--- src/rtl/lifo_rd_ctrl.sv ---
// LIFO pop controller: N-word command in, valid/ready word stream out; LIFO_RD_CTRL_ASSERT_EN adds sim checks.
// First pop one cycle after accept, data valid two cycles after pop; ready_i low stalls pops once two words are held.
module lifo_rd_ctrl #(
  parameter int DWIDTH = 8,
  parameter int AWIDTH = 4
) (
  input  logic              clk_i,
  input  logic              arst_i,
  input  logic              cmd_valid_i,
  output logic              cmd_ready_o,
  input  logic [AWIDTH:0]   cmd_len_i,
  output logic              lifo_rdreq_o,
  input  logic [DWIDTH-1:0] lifo_q_i,
  input  logic              lifo_empty_i,
  input  logic              lifo_wrreq_i,
  output logic [DWIDTH-1:0] data_o,
  output logic              last_o,
  output logic              valid_o,
  input  logic              ready_i
);

  localparam logic [1:0] S_IDLE  = 2'd0;
  localparam logic [1:0] S_POP   = 2'd1;
  localparam logic [1:0] S_DRAIN = 2'd2;

  localparam logic [AWIDTH:0] ONE = {{AWIDTH{1'b0}}, 1'b1};

  logic [1:0]             state_q, state_d;
  logic [AWIDTH:0]        remaining_q, remaining_d;
  logic                   inflight_q;
  logic                   inflight_last_q;
  logic [1:0]             occ_q, occ_d;
  logic                   wr_ptr_q, rd_ptr_q;
  logic [1:0][DWIDTH-1:0] buf_dat_q;
  logic [1:0]             buf_last_q;

  logic       cmd_acc;
  logic       xfer;
  logic       pop;
  logic [2:0] fill_next;

  assign cmd_ready_o = (state_q == S_IDLE);
  assign cmd_acc     = cmd_valid_i && cmd_ready_o;
  assign valid_o     = (occ_q != 2'd0);
  assign xfer        = valid_o && ready_i;
  assign data_o      = buf_dat_q[rd_ptr_q];
  assign last_o      = valid_o && buf_last_q[rd_ptr_q];

  // Words the buffer will hold next cycle; a new pop is only safe if its data still fits after that.
  assign fill_next = {1'b0, occ_q} + {2'b00, inflight_q} - {2'b00, xfer};

  assign pop = (state_q == S_POP) && (remaining_q != '0) && !lifo_empty_i &&
               !lifo_wrreq_i && (fill_next < 3'd2);
  assign lifo_rdreq_o = pop;

  always_comb begin
    state_d     = state_q;
    remaining_d = remaining_q;
    case (state_q)
      S_IDLE: begin
        if (cmd_acc && (cmd_len_i != '0)) begin
          state_d     = S_POP;
          remaining_d = cmd_len_i;
        end
      end
      S_POP: begin
        if (pop) begin
          remaining_d = remaining_q - ONE;
          if (remaining_q == ONE) state_d = S_DRAIN;
        end
      end
      S_DRAIN: begin
        if (xfer && last_o) state_d = S_IDLE;
      end
      default: state_d = S_IDLE;
    endcase
  end

  always_comb begin
    occ_d = occ_q;
    case ({inflight_q, xfer})
      2'b10:   occ_d = occ_q + 2'd1;
      2'b01:   occ_d = occ_q - 2'd1;
      default: occ_d = occ_q;
    endcase
  end

  always_ff @(posedge clk_i or posedge arst_i) begin
    if (arst_i) begin
      state_q         <= S_IDLE;
      remaining_q     <= '0;
      inflight_q      <= 1'b0;
      inflight_last_q <= 1'b0;
      occ_q           <= 2'd0;
      wr_ptr_q        <= 1'b0;
      rd_ptr_q        <= 1'b0;
      buf_dat_q       <= '0;
      buf_last_q      <= '0;
    end else begin
      state_q         <= state_d;
      remaining_q     <= remaining_d;
      inflight_q      <= pop;
      inflight_last_q <= pop && (remaining_q == ONE);
      occ_q           <= occ_d;
      if (inflight_q) begin
        buf_dat_q[wr_ptr_q]  <= lifo_q_i;
        buf_last_q[wr_ptr_q] <= inflight_last_q;
        wr_ptr_q             <= ~wr_ptr_q;
      end
      if (xfer) rd_ptr_q <= ~rd_ptr_q;
    end
  end

`ifdef LIFO_RD_CTRL_ASSERT_EN
  localparam logic [AWIDTH:0] MAX_LEN = {1'b1, {AWIDTH{1'b0}}};

  logic              hold_q;
  logic [DWIDTH-1:0] hold_dat_q;
  logic              hold_last_q;

  always_ff @(posedge clk_i or posedge arst_i) begin
    if (arst_i) begin
      hold_q      <= 1'b0;
      hold_dat_q  <= '0;
      hold_last_q <= 1'b0;
    end else begin
      hold_q      <= valid_o && !ready_i;
      hold_dat_q  <= data_o;
      hold_last_q <= last_o;
    end
  end

  always @(posedge clk_i) begin
    if (!arst_i) begin
      assert (!(lifo_rdreq_o && (lifo_empty_i || lifo_wrreq_i)))
        else $error("lifo_rd_ctrl: pop issued while LIFO empty or being pushed");
      assert (!hold_q || ((data_o == hold_dat_q) && (last_o == hold_last_q)))
        else $error("lifo_rd_ctrl: output changed while stalled");
      assert (occ_q <= 2'd2)
        else $error("lifo_rd_ctrl: output buffer overflow");
      assert (!cmd_acc || (cmd_len_i <= MAX_LEN))
        else $error("lifo_rd_ctrl: command length exceeds LIFO depth");
    end
  end
`endif

endmodule

--- config.mk ---
export PLATFORM = sky130hd
export DESIGN_NAME = lifo_rd_ctrl
export DESIGN_NICKNAME = d
export VERILOG_FILES = /design/src/rtl/lifo_rd_ctrl.sv
export SDC_FILE = /design/constraint.sdc
export NUM_CORES = 1
export LEC_CHECK = 0
export ABC_CLOCK_PERIOD_IN_PS = 7050
export BUFFER_PORTS_ARGS = -buffer_cell sky130_fd_sc_hd__buf_2
export CAP_MARGIN = 20
export CORE_ASPECT_RATIO = 1.2
export CORE_UTILIZATION = 40
export CTS_BUF_LIST = sky130_fd_sc_hd__clkbuf_4 sky130_fd_sc_hd__clkbuf_8 sky130_fd_sc_hd__clkbuf_16
export DETAILED_ROUTE_END_ITERATION = 6
export GPL_TIMING_DRIVEN = 0
export PLACE_DENSITY = 0.68
export SYNTH_ARGS = -nofsm -noshare
export SYNTH_HDL_FRONTEND = slang
export SYNTH_SLANG_ARGS = --single-unit
--- constraint.sdc ---
create_clock -name clk_i -period 7.05 [get_ports clk_i]
set_input_delay 1.0575 -clock clk_i [delete_from_list [all_inputs] [get_ports clk_i]]
set_output_delay 1.0575 -clock clk_i [all_outputs]
set_load 0.02 [all_outputs]
==> key figures, run 1 <==
Run status
  • Status: completed

Synthesis
  • Post-Syn Area per Cell: 11.4 sq um
  • Post-synth net total: ~160
  • Yosys warns: 0
  • Ys flop type: dfrtp_1
  • Post-synthesis adder-cell area fraction: under 10%
  • Seq/Total Area, Yosys: 49.3%
  • XOR/XNOR Fraction of Synth Area: 2.23%
  • Synthesized instance count: 138
  • Mux contribution to synthesized area: between 10% and 20%
  • Synthesized area: 1570 sq um
  • Yosys cell types: 37
  • Async set or reset register ratio after synthesis: between 90% and 100%
  • Number of flops mapped to enable cells by yosys: 0
  • Synth Area in Compound Gates: under 10%
  • Register bit total from synthesis: 31
  • Post-Synth Simple-Gate Area: about an eighth
  • Largest family of logic cells by synthesized area: multiplexers

STA
  • RSZ-0062 raised after global routing: false
  • Setup TNS: 0 ps
  • Tmin final: 4280 ps
  • Period utilization: 60.7%
  • Slew Viols, Final: 0
  • Highest Clock Rate: approximately 230 MHz
  • Slew margin rel.: between 50% and 60%
  • Finish-stage setup viols: 0
  • Final hold viol count: 0
  • Worst setup margin: ~2800 ps
  • Setup Skew: 4.36 ps
  • Worst-Margin Slew: about 720 ps

Floorplanning
  • Die area: ~4200 sq um
  • Die height: 70.7 um
  • Num ports: 31
  • Num rows: 24
  • Die Span X: 59.3 um
  • Starting density of the core: roughly 43%
  • Core area: 3690 sq um

Drt
  • DR pass1 iterations: 4
  • Avg WL per Cell: roughly 14 um
  • Drt first-iter violations: 46
  • Final WL: 3.19 mm
  • Routed via count: ~1.2k
  • Drc violations: 0
  • Detail Route Antenna Nets: 0
  • Via-per-instance ratio: 5.29

Worst setup path
  • RR Startpoint: occ_q[1]
  • CP endpoint kind: output port
  • Worst reg2reg path depth: 8
  • Worst setup SP type: input pin
  • Worst path max stage delay: a little under 500 ps
  • CP Data Required Time: 5990 ps
  • Worst path arrival time: 3220 ps
  • Slowest stage cell, crit path: fa_1
  • R2R setup slack: about 4300 ps
  • Kind of critical path: input pin to output port
  • RR Endpoint: remaining_q[1]
  • CP Max Fanout: 4
  • Worst-path cell chain: buf_2, nand2b_1, nor2_1, o21ai_0, fa_1, or3b_1, or3_1, nor2_1, buf_2

GRT
  • Gr ovfl total: 0
  • Gr usage total: between 10% and 20%
  • Vias in the first global route: between 1k and 1.5k
  • Largest net degree at the start of global routing: 26
  • First-pass GRT wire length: ~5.2 mm
  • Initial antenna violation count: 0

Power
  • Net Switching: 0.272 mW
  • Pwr/cell area: 408 nW/um^2
  • Combinational power share: about two fifths
  • Leak: 0.907 nW
  • P_int: 0.518 mW
  • Clock power share: between 20% and 30%
  • Switch share: 34.4%
  • Seq pwr share: between 30 and 40%
  • Peak VDD IR: between 150 and 200 uV

Layout
  • P&R area growth vs syn: 22.9%
  • Final #Nets: between 150 and 200
  • Cell area after layout: approximately 1900 sq um
  • Share of cells above drive strength 1: about two fifths
  • Fillers: 329
  • Diodes inserted: 0
  • Most frequent cells in the layout: buf_2 (31), dfrtp_1 (31), mux2_2 (26), inv_1 (9)

Place
  • DP Worst Slack: 2750 ps
  • Placed Area: around 1800 sq um
  • Final HPWL from detailed placement: 2.37 mm
  • Placer Congestion: ~0.86
  • I/O Buffers: 30

Clock tree
  • Clock Path Buffers: 2
  • CTS tree: yes
  • Setup Fix Bufs, Post-CTS: 0
  • CTS Buf Count: 5
  • # resized after CTS: 0
  • H-tree depth: 2
  • Later-pin clock latency in the skew report: roughly 280 ps
  • Clock root buffer: clkbuf_8
  • Clock slew at reported path FFs: approximately 60 ps
  • Clock sinks: 31
  • Cts hold-fix bufs: 0

Worst hold path
  • Worst hold path type: flop to flop
  • WHS Endpoint: wr_ptr_q
  • Worst Hold Path Cells: 1
  • HP Start: wr_ptr_q

Run
  • Max cap viols: 0
-- synthesized netlist by cell type, types with 2 or more instances --
master,instances,area (sq um)
a21oi_1,4,20.0
xnor2_1,2,17.5
nand2b_1,2,12.5
a22oi_1,2,15.0
o21ai_0,5,25.0
ha_1,3,37.5
nand2_1,8,30.0
mux2_2,26,293
nor3_1,2,10.0
nand3_1,2,10.0
xor2_1,2,17.5
nor2b_1,3,18.8
or3_1,2,12.5
dfrtp_1,31,776
inv_1,9,33.8
o22ai_1,4,25.0
nor2_1,8,30.0
clkbuf_1,4,15.0
-- per-layer routing --
metal | global-route usage (%) | share of wire, % | vias to the layer above
li1 | - | - | 563
met1 | 19.6 | 41 | 592
met2 | 27.8 | 51 | 49
met3 | 5.48 | 6.1 | 7
met4 | 6.35 | 1.6 | 0
met5 | 0 | 0 | -
-- through the flow --
step                      util, %  total power, mW  hold WS [ps]  instances
final                        52.4            0.789           488        229
after global routing         52.4            0.839           520        229
after CTS                    52.4            0.796           490        229
after detailed placement     49.2            0.613           479        221
after global placement       48.4            0.595           468        220
after floorplan                 -            0.524           454        138
-- worst max path at each step --
stage | from | end | slack (ps) | cells after the start
after floorplan | ready_i | lifo_rdreq_o | 3000 | 7
after global placement | ready_i | lifo_rdreq_o | 2800 | 9
after detailed placement | ready_i | lifo_rdreq_o | 2750 | 9
after CTS | ready_i | lifo_rdreq_o | 2740 | 9
after global routing | ready_i | lifo_rdreq_o | 2500 | 9
final | ready_i | lifo_rdreq_o | 2770 | 9
-- power groups by stage --
stage / clock network (mW) / registers (mW) / logic [mW]
final: 0.180 / 0.293 / 0.316
after global routing: 0.192 / 0.301 / 0.346
after floorplan: 0 / 0.282 / 0.242
after global placement: 0 / 0.289 / 0.305
after CTS: 0.183 / 0.293 / 0.320
after detailed placement: 0 / 0.296 / 0.317
-- sequential cells by signal (all words and copies together) (netlist names) --
signal / count
state_q: 2
buf_dat_q: 16
inflight_last_q: 1
inflight_q: 1
buf_last_q: 2
rd_ptr_q: 1
wr_ptr_q: 1
remaining_q: 5
occ_q: 2
-- final cells by class --
class | count | area, sq um | share of cell area, %
Clock buffer | 6 | 82.6 | 4.27
Tap cell | 52 | 65.1 | 3.36
Inverter | 9 | 33.8 | 1.75
Sequential cell | 31 | 776 | 40.1
Clock inverter | 2 | 35.0 | 1.81
Buffer | 5 | 20.0 | 1.03
Timing Repair Buffer | 31 | 178 | 9.18
Multi-Input combinational cell | 93 | 744 | 38.5
-- worst max-delay path, delay by kind of cell --
family	cells	cell delay, ps
AOI/OAI and AO/OA	1	140
adders and majority gates	1	490
buffers and inverters	2	290
and+or+nand+nor	5	1240
-- cell families after synthesis --
| logic type | count (synthesis) |
|---|---|
| AOI/OAI and AO/OA | 22 |
| xor gates and xnor gates | 4 |
| adders and majority gates | 4 |
| buffers and inverters | 14 |
| DFF | 31 |
| muxes | 27 |
| and+or+nand+nor | 36 |
Note: power is estimated with default switching activity, not from simulation.
==> inputs of run 2 (changes only) <==
--- a/config.mk
+++ b/config.mk
@@ -5,7 +5,8 @@
 export SDC_FILE = /design/constraint.sdc
 export NUM_CORES = 1
 export LEC_CHECK = 0
-export ABC_CLOCK_PERIOD_IN_PS = 7050
+export ABC_AREA = 1
+export ABC_CLOCK_PERIOD_IN_PS = 3700
 export BUFFER_PORTS_ARGS = -buffer_cell sky130_fd_sc_hd__buf_2
 export CAP_MARGIN = 20
 export CORE_ASPECT_RATIO = 1.2
@@ -13,7 +14,7 @@
 export CTS_BUF_LIST = sky130_fd_sc_hd__clkbuf_4 sky130_fd_sc_hd__clkbuf_8 sky130_fd_sc_hd__clkbuf_16
 export DETAILED_ROUTE_END_ITERATION = 6
 export GPL_TIMING_DRIVEN = 0
-export PLACE_DENSITY = 0.68
+export PLACE_DENSITY = 0.7
 export SYNTH_ARGS = -nofsm -noshare
 export SYNTH_HDL_FRONTEND = slang
 export SYNTH_SLANG_ARGS = --single-unit
==> constraint.sdc (replaced) <==
create_clock -name clk_i -period 3.7 [get_ports clk_i]
set_input_delay 0.555 -clock clk_i [delete_from_list [all_inputs] [get_ports clk_i]]
set_output_delay 0.555 -clock clk_i [all_outputs]
set_load 0.02 [all_outputs]
==> key figures, run 2 <==
Drt
  • Via-per-instance ratio: 4.63 (was 5.29)
  • Final WL: 3.21 mm (was 3.19 mm)
  • Avg WL per Cell: 10.7 um (was 13.9 um)
  • Routed via count: 1394 (was 1211)
  • Drc violations: 0 (unchanged)
  • Detail Route Antenna Nets: 0 (unchanged)
  • DR pass1 iterations: 4 (unchanged)
  • Drt first-iter violations: 81 (was 46)

Floorplanning
  • Starting density of the core: 42.0% (was 42.6%)
  • Core area: 3940 sq um (was 3690 sq um)
  • Die area: 4400 sq um (was 4190 sq um)
  • Die Span X: 60.7 um (was 59.3 um)
  • Num ports: 31 (unchanged)
  • Die height: 72.5 um (was 70.7 um)
  • Num rows: 25 (was 24)

Worst setup path
  • CP Data Required Time: 3140 ps (was 5990 ps)
  • CP Max Fanout: 4 (unchanged)
  • Worst reg2reg path depth: 13 (was 8)
  • Worst setup SP type: flop (was input pin)
  • Kind of critical path: flop to output port (was input pin to output port)
  • CP endpoint kind: output port (unchanged)
  • Worst path arrival time: 2340 ps (was 3220 ps)

Layout
  • Final #Nets: 270 (was 199)
  • Fillers: 407 (was 329)
  • Share of cells above drive strength 1: 24.7% (was 40.7%)
  • Diodes inserted: 0 (unchanged)
  • Max reg flops: 16 (unchanged)
  • Biggest register: buf_dat_q (unchanged)
  • Most common cell after layout, fill and taps aside: nand2_1
  • Most frequent cells in the layout: nand2_1 (74), dfrtp_1 (31), buf_2 (30), inv_1 (24) (was buf_2 (31), dfrtp_1 (31), mux2_2 (26), inv_1 (9))
  • Cell area after layout: 1990 sq um (was 1930 sq um)
  • Largest regs: buf_dat_q (16), remaining_q (5) (unchanged)
  • P&R area growth vs syn: 20.1% (was 22.9%)

STA
  • Slew margin rel.: 64.8% (was 51.4%)
  • Worst-Margin Slew: 528 ps (was 719 ps)
  • Setup TNS: 0 ps (unchanged)
  • Setup Skew: 2.43 ps (was 4.36 ps)
  • Tmin final: approximately 2900 ps
  • Final hold viol count: 0 (unchanged)
  • Highest Clock Rate: around 350 MHz
  • Period utilization: between 70% and 80%
  • Finish-stage setup viols: 0 (unchanged)
  • Slew Viols, Final: 0 (unchanged)
  • RSZ-0062 raised after global routing: false (unchanged)

Synthesis
  • Synth cell count leaders: nand2_1 (74), dfrtp_1 (31), inv_1 (24) (was dfrtp_1 (31), mux2_2 (26), inv_1 (9))
  • Synthesized area: 1660 sq um (was 1570 sq um)
  • Seq/Total Area, Yosys: 46.8% (was 49.3%)
  • Post-Syn Area per Cell: 7.93 sq um (was 11.4 sq um)
  • Synthesized instance count: 209 (was 138)
  • Area leader, netlist: dfrtp_1 (unchanged)
  • Async set or reset register ratio after synthesis: 100% (unchanged)
  • Register bit total from synthesis: 31 (unchanged)
  • Share of the synthesized area in the top cell type: 46.8% (was 49.3%)
  • Post-synth net total: 232 (was 161)
  • Yosys cell types: 27 (was 37)
  • Top-count cell post-synth: nand2_1 (was dfrtp_1)
  • Yosys warns: 0 (unchanged)
  • Ranking of synthesized cells by area: dfrtp_1 (47%), nand2_1 (17%), inv_1 (5.4%) (was dfrtp_1 (49%), mux2_2 (19%), ha_1 (2.4%))
  • Number of flops mapped to enable cells by yosys: 0 (unchanged)
  • Ys flop type: dfrtp_1 (unchanged)

Clock tree
  • CTS Buf Count: 5 (unchanged)
  • CTS tree: yes (unchanged)
  • H-tree depth: 2 (unchanged)
  • Clock sinks: 31 (unchanged)
  • Later-pin clock latency in the skew report: 280 ps (about the same)
  • Setup Fix Bufs, Post-CTS: 0 (unchanged)
  • Clock Path Buffers: 2 (unchanged)
  • # resized after CTS: 0 (unchanged)
  • Cts hold-fix bufs: 0 (unchanged)
  • Clock slew at reported path FFs: 60 ps (about the same)
  • Clock root buffer: clkbuf_8 (unchanged)

GRT
  • Gr usage total: 17.4% (was 16.7%)
  • Largest net degree at the start of global routing: 23 (was 26)
  • Initial antenna violation count: 0 (unchanged)
  • First-pass GRT wire length: 5.60 mm (was 5.24 mm)
  • Vias in the first global route: 1328 (was 1176)
  • Gr ovfl total: 0 (unchanged)

Place
  • Final HPWL from detailed placement: 2.42 mm (was 2.37 mm)
  • Placer Congestion: 0.832 (was 0.855)
  • Placed Area: 1900 sq um (was 1820 sq um)
  • I/O Buffers: 30 (unchanged)

Power
  • Pwr/cell area: 854 nW/um^2 (was 408 nW/um^2)
  • Peak VDD IR: 333 uV (was 166 uV)
  • Leak: 1.09 nW (was 0.907 nW)

Worst hold path
  • Worst hold path type: input pin to async pin (was flop to flop)

Run status
  • Status: completed (unchanged)

Run
  • Max cap viols: 0 (unchanged)
run 2: cell types whose count changed after synthesis, sizes merged, moves of 3 or more:
cell,previous run,this run
buf,1,4
clkbuf,4,1
inv,9,28
mux2,26,0
nand2,8,77
nand3,2,8
nor2,8,15
nor2b,3,0
o21ai,5,26
o22ai,4,0
run 2: cell families after synthesis:
family | Yosys count | share of synthesized area [%]
and+or+nand+nor | 106 | 26.4
xor gates and xnor gates | 2 | 1.06
adders and majority gates | 4 | 3.47
DFF | 31 | 46.8
AOI/OAI and AO/OA | 32 | 12.2
muxes | 1 | 0.604
buffers and inverters | 33 | 9.37
run 2: area by class of cell:
type | count | area [sq um] | share of cell area (%)
Timing Repair Buffer | 31 | 178 | 8.93
Sequential cell | 31 | 776 | 39.0
Clock inverter | 1 | 5.00 | 0.252
Buffer | 5 | 45.0 | 2.26
Clock buffer | 6 | 82.6 | 4.15
Inverter | 28 | 110 | 5.53
Multi-Input combinational cell | 145 | 726 | 36.5
Tap cell | 54 | 67.6 | 3.40
run 2: routing by layer:
metal	global-route usage, %	up-vias	part of all wire [%]
met3	3.39	7	3.8
li1	-	731	-
met5	0	-	0
met1	20.2	620	45
met4	9.85	0	2.1
met2	29.2	36	50
run 2: per-stage QoR:
stage | power, mW | hold WS [ps] | setup slack [ps] | util, % | cells
global route | 1.87 | 343 | 584 | 50.5 | 301
CTS | 1.72 | 312 | 785 | 50.5 | 301
floorplan | 1.23 | 453 | 1270 | - | 209
finish | 1.70 | 302 | 801 | 50.5 | 301
global placement | 1.42 | 465 | 1000 | 47.6 | 293
detailed placement | 1.45 | 468 | 994 | 48.3 | 294
run 2: path summary, 6_finish.rpt:
path / from / end / slack, ps
min reg2reg: buf_dat_q[0] / buf_dat_q[0] / 480
min: arst_i / buf_dat_q[0] / 300
min in group clk_i: buf_dat_q[0] / buf_dat_q[0] / 480
max: occ_q[1] / lifo_rdreq_o / 800
max in group asynchronous: arst_i / state_q[1] / 2910
max reg2reg: occ_q[1] / remaining_q[4] / 1490
run 2: critical path, cell delays in order (launching register included):
cell and delay (ps):
dfrtp_1 420, inv_1 100, nand2_2 90, nand2_1 90, nor2_2 180, o21ai_0 130
fa_1 500, nand2_1 50, nor2_1 100, nand2_1 120, inv_1 120, buf_2 170
run 2: power breakdown:
part | total (mW) | leakage, nW | switching, mW | internal (mW)
logic | 0.849 | 0.659 | 0.532 | 0.317
clock network | 0.265 | 0.0470 | 0.119 | 0.146
registers | 0.584 | 0.385 | 0.0963 | 0.488
total | 1.70 | 1.09 | 0.748 | 0.951
